**config.mk**
```make
export PLATFORM = sky130hd
export DESIGN_NAME = spi_dac_frame_receiver
export DESIGN_NICKNAME = d
export VERILOG_FILES = /design/src/rtl/musicbox_pkg.sv /design/src/rtl/spi_pin_synchronizer.sv /design/src/rtl/spi_dac_frame_receiver.sv
export SDC_FILE = /design/constraint.sdc
export NUM_CORES = 1
export LEC_CHECK = 0
export BUFFER_PORTS_ARGS = -buffer_cell sky130_fd_sc_hd__buf_2
export CAP_MARGIN = 20
export CORE_MARGIN = 1.5
export CORE_UTILIZATION = 60
export CTS_CLUSTER_DIAMETER = 100
export CTS_CLUSTER_SIZE = 28
export DETAILED_ROUTE_END_ITERATION = 10
export GPL_TIMING_DRIVEN = 0
export PLACE_DENSITY_LB_ADDON = 0.2
export SYNTH_ARGS = -nofsm -noshare
export SYNTH_HDL_FRONTEND = slang
export SYNTH_HIERARCHICAL = 1
export SYNTH_SLANG_ARGS = --single-unit
```
**constraint.sdc**
```tcl
create_clock -name clock_50Mhz -period 2.6 [get_ports clock_50Mhz]
set_input_delay 0.52 -clock clock_50Mhz [delete_from_list [all_inputs] [get_ports clock_50Mhz]]
set_output_delay 0.52 -clock clock_50Mhz [all_outputs]
set_load 0.1 [all_outputs]
```
**src/rtl/musicbox_pkg.sv**
```systemverilog
// Shared constants and receiver state type for the music box DAC front end.
package musicbox_pkg;

    localparam int FRAME_BITS_DEFAULT = 16;
    localparam int DAC_DATA_W         = 12;
    localparam int PD_LSB             = 12;
    localparam int PD_MSB             = 13;

    typedef enum logic [1:0] {
        ST_ARM   = 2'd0,
        ST_IDLE  = 2'd1,
        ST_SHIFT = 2'd2,
        ST_HOLD  = 2'd3
    } rx_state_e;

endpackage

```
**src/rtl/spi_pin_synchronizer.sv**
```systemverilog
// Multi-flop synchronizer for one SPI pin, with falling-edge detect on the synchronized copy.
module spi_pin_synchronizer #(
    parameter int STAGES = 2
) (
    input  logic clk,
    input  logic rst,
    input  logic pin,
    output logic level,
    output logic fall
);

    logic [STAGES-1:0] chain;
    logic              prev;

    // Flops reset high so an idle-high bus does not look like an edge at release.
    always_ff @(posedge clk or posedge rst) begin
        if (rst) begin
            chain <= '1;
            prev  <= 1'b1;
        end else begin
            chain[0] <= pin;
            for (int i = 1; i < STAGES; i++) chain[i] <= chain[i-1];
            prev <= chain[STAGES-1];
        end
    end

    assign level = chain[STAGES-1];
    assign fall  = prev & ~chain[STAGES-1];

endmodule

```
**src/rtl/spi_dac_frame_receiver.sv**
```systemverilog
// Receives DAC write frames from an SPI master and republishes the 12-bit sample and power-down field.
module spi_dac_frame_receiver
    import musicbox_pkg::*;
#(
    parameter int FRAME_BITS  = FRAME_BITS_DEFAULT,
    parameter int SYNC_STAGES = 2
) (
    input  logic                  clock_50Mhz,
    input  logic                  reset,
    input  logic                  input_SPI_SCLK,
    input  logic                  input_SPI_SYNC_n,
    input  logic                  input_SPI_DIN,
    output logic [DAC_DATA_W-1:0] outputSample,
    output logic [1:0]            outputPowerDown,
    output logic                  sampleValid,
    output logic                  frameError,
    output logic                  isBusy,
    output logic [15:0]           frameCount
);

    localparam int CNT_W = $clog2(FRAME_BITS + 1);
    localparam int ARM_W = $clog2(SYNC_STAGES + 1);

    logic sclk_s, sclk_fall, syncn_s, din_s;
    logic unused_sclk_level, unused_syncn_fall, unused_din_fall, unused_hi;

    rx_state_e             state;
    logic [FRAME_BITS-1:0] shreg;
    logic [CNT_W-1:0]      bit_cnt;
    logic [ARM_W-1:0]      arm_cnt;
    logic                  arm_settled;
    logic                  frame_done;

    spi_pin_synchronizer #(.STAGES(SYNC_STAGES)) u_sync_sclk (
        .clk(clock_50Mhz), .rst(reset), .pin(input_SPI_SCLK),
        .level(unused_sclk_level), .fall(sclk_fall)
    );
    spi_pin_synchronizer #(.STAGES(SYNC_STAGES)) u_sync_syncn (
        .clk(clock_50Mhz), .rst(reset), .pin(input_SPI_SYNC_n),
        .level(syncn_s), .fall(unused_syncn_fall)
    );
    spi_pin_synchronizer #(.STAGES(SYNC_STAGES)) u_sync_din (
        .clk(clock_50Mhz), .rst(reset), .pin(input_SPI_DIN),
        .level(din_s), .fall(unused_din_fall)
    );

    assign sclk_s    = unused_sclk_level;
    assign unused_hi = ^shreg[FRAME_BITS-1:PD_MSB+1] ^ sclk_s;

    // The synchronizers come out of reset reading high regardless of the pins, so ARM
    // must not trust SYNC_n until the reset value has been flushed through them.
    assign arm_settled = (arm_cnt == ARM_W'(SYNC_STAGES));

    always_ff @(posedge clock_50Mhz or posedge reset) begin
        if (reset) begin
            state      <= ST_ARM;
            arm_cnt    <= '0;
            shreg      <= '0;
            bit_cnt    <= '0;
            frame_done <= 1'b0;
            frameError <= 1'b0;
        end else begin
            frame_done <= 1'b0;
            frameError <= 1'b0;
            if (!arm_settled) arm_cnt <= arm_cnt + ARM_W'(1);
            case (state)
                ST_ARM: begin
                    if (arm_settled && syncn_s) state <= ST_IDLE;
                end
                ST_IDLE: begin
                    if (!syncn_s) begin
                        state   <= ST_SHIFT;
                        bit_cnt <= '0;
                    end
                end
                ST_SHIFT: begin
                    // SYNC_n high wins over a coincident edge: that edge is dropped.
                    if (syncn_s) begin
                        state      <= ST_IDLE;
                        frameError <= (bit_cnt != '0);
                    end else if (sclk_fall) begin
                        shreg   <= {shreg[FRAME_BITS-2:0], din_s};
                        bit_cnt <= bit_cnt + CNT_W'(1);
                        if (bit_cnt == CNT_W'(FRAME_BITS - 1)) begin
                            state      <= ST_HOLD;
                            frame_done <= 1'b1;
                        end
                    end
                end
                ST_HOLD: begin
                    if (syncn_s) state <= ST_IDLE;
                end
                default: state <= ST_ARM;
            endcase
        end
    end

    always_ff @(posedge clock_50Mhz or posedge reset) begin
        if (reset) begin
            outputSample    <= '0;
            outputPowerDown <= '0;
            sampleValid     <= 1'b0;
            frameCount      <= '0;
        end else begin
            sampleValid <= frame_done;
            if (frame_done) begin
                outputSample    <= shreg[DAC_DATA_W-1:0];
                outputPowerDown <= shreg[PD_MSB:PD_LSB];
                frameCount      <= frameCount + 16'd1;
            end
        end
    end

    assign isBusy = (state == ST_SHIFT);

endmodule

```
==> flow_summary.yaml <==
layout:
  design_area_mm2: 0.003045
  seq_area_mm2: 0.001585
  final_nets: 256
  area_growth_pct: 18.10
  fillCellCount: 259
  multi_input_area_um2: 913.4
  n_antenna_cell: 0
  drive_gt1_frac: 0.3770
routing:
  remaining_drc_errors: 0
  postRouteAntennaNets: 0
  drtIter0Drc: 52
  firstDrtPassIters: 4
  drt-total-wl_um: 4318
  via_count: 1593
  wl_per_cell_um: 14.69
  avgViaCountPerCell: 5.418
worst_hold_path:
  worstHoldPathType: "in -> async"
pwr:
  max-vdd-ir-drop_uv: 583.2
  powerDensity_mw_per_mm2: 717.6
  p_leak_nw: 1.625
global_routing:
  grt_pass1_wl_um: 7245
  antenna_found_initial: 0
  grt_pass1_vias: 1576
  grt_overflow_total: 0
  grt.total_usage: 0.2166
  grt_max_degree: 45
critical_path:
  cp_common_cell: "inv_1"
  cp_top_family: "buffers and inverters"
  cp-startpoint: "state[0]"
  timing.rr.start: "state[0]"
  max_stage_delay_ps: 420
  critPathLaunchType: "flop"
  path_depth: 7
  reg2reg_to: "shreg[0]"
  reg2reg_slack_ps: 430
  crit_type: "reg -> reg"
  path_buf_inv: 3
  arrival_ps: 2360
  crit_required_ps: 2800
  cp-end-kind: "flop"
  ff2ff_path_depth: 7
  slowest_stage: "dfrtp_1"
  crit_path_max_fanout: 10
  path_cells: "inv_1 -> ha_1 -> inv_1 -> nor2_1 -> nand2_2 -> buf_2 -> mux2_1"
  endpoint: "shreg[0]"
placement:
  port_buffers: 37
  gp_congestion: 0.7687
  dp_hpwl_um: 3010
  place_area_mm2: 0.002846
  post-place-ws_ps: 450.9
clock_network:
  cts-root-buf: "clkbuf_8"
  clockBufferDepth: 2
  cts_tree: "done"
  cts_buffers: 9
  clk_pin_slew_ps: 60
  cts-hold-fix-buffers: 0
  postCtsSetupBuffers: 0
  clock_latency_ps: 320
  cts_resized: 0
  h-tree-depth: 3
  cts_sinks: 63
sta:
  rsz0062_at_grt: "no"
  slew_headroom: 0.6234
  setup_ws_ps: 433.7
  fmax_mhz: 461.6
  slew_viol_final: 0
  worst_pin_slew_ps: 564.9
  period_minus_slack_ps: 2166
  tns_ps: 0
  period_share: 0.8332
  hold_viol: 0
  final-setup-viol-count: 0
  fin_skew_ps: 5.844
floorplan:
  num_rows: 23
  ios: 38
  fp.dieW_um: 68.56
  die_h_um: 68.56
  core_mm2: 0.004058
  die-area_mm2: 0.004700
  start_util: 0.6355
logic_synthesis:
  syn-cell-area_mm2: 0.002579
  synthesis.nets: 207
  ys_warn_count: 6
  avgSynthCellArea_um2: 13.43
  synth_cells: 192
outcome:
  outcome: "finished, final reports clean"
job:
  maxCapViolCount: 0
## registers in the layout, summed over array words and instances, names as in the netlist
signal              flops
arm_cnt                 2
u_sync_sclk/prev        1
u_sync_din/chain        2
u_sync_sclk/chain       2
frame_done              1
bit_cnt                 5
frameCount             16
sampleValid             1
outputPowerDown         2
outputSample           12
shreg                  14
frameError              1
state                   2
u_sync_syncn/chain      2
## worst min-delay path by stage
stage,from,end,slack (ps),cells after the start
after floorplan,u_sync_din/chain[0],u_sync_din/chain[1],350,0
after global placement,u_sync_syncn/chain[0],u_sync_syncn/chain[1],350,0
after detailed placement,u_sync_syncn/chain[0],u_sync_syncn/chain[1],350,0
after CTS,reset,arm_cnt[1],180,2
after global routing,reset,bit_cnt[2],180,2
final,reset,bit_cnt[3],170,2
## final cells by class
cell class | count | area share
Sequential cell | 63 | 0.5205
Multi-Input combinational cell | 110 | 0.2999
Timing Repair Buffer | 38 | 0.06738
Clock buffer | 9 | 0.04067
Clock inverter | 5 | 0.02465
Tap cell | 50 | 0.02054
Inverter | 15 | 0.01849
Buffer | 4 | 0.007806
## worst register-to-register path, cell delays in order, from the launching register on
cell,delay (ps)
dfrtp_1,420
inv_1,130
ha_1,300
inv_1,120
nor2_1,280
nand2_2,210
buf_2,250
mux2_1,340
## metrics by stage
| stage | util | total power, mW | hold slack [ps] | cells |
|---|---|---|---|---|
| 2_1_floorplan | - | 1.272 | 345.2 | 192 |
| 4_1_cts | 0.7505 | 2.208 | 175.9 | 294 |
| 6_report | 0.7505 | 2.185 | 170.8 | 294 |
| 5_1_grt | 0.7505 | 2.292 | 183.2 | 294 |
| 3_5_place_dp | 0.7015 | 1.335 | 349.3 | 280 |
| 3_3_place_gp | 0.6966 | 1.306 | 345.7 | 279 |
## layout by cell type (no fill, tap or decap), types with 2 or more instances in the layout
| master | count |
|---|---|
| bufinv_16 | 2 |
| o21ai_0 | 5 |
| inv_1 | 14 |
| xor2_1 | 6 |
| nand4_1 | 5 |
| mux2_2 | 28 |
| clkbuf_8 | 9 |
| nand3_1 | 6 |
| and4_1 | 2 |
| dfstp_2 | 7 |
| clkbuf_1 | 2 |
| and3_1 | 2 |
| mux2i_1 | 4 |
| clkinv_2 | 3 |
| nand2_1 | 10 |
| dfrtp_1 | 56 |
| nor2_1 | 6 |
| xnor2_1 | 10 |
| ha_1 | 10 |
| buf_2 | 38 |
| nor3_1 | 4 |
## where the power goes
part / switching (mW) / internal (mW) / total (mW)
sequential: 0.0352 / 1.02 / 1.06
clock: 0.346 / 0.524 / 0.870
combinational: 0.158 / 0.0971 / 0.255
total: 0.540 / 1.65 / 2.19
## layer usage
metal / vias up / share of wire / global-route usage
met5: - / 0 / 0
met4: 0 / 0.013 / 0.09750
met3: 5 / 0.044 / 0.05519
met2: 45 / 0.48 / 0.3401
met1: 795 / 0.46 / 0.2843
li1: 748 / - / -
Note: power is estimated with default switching activity, not from simulation.
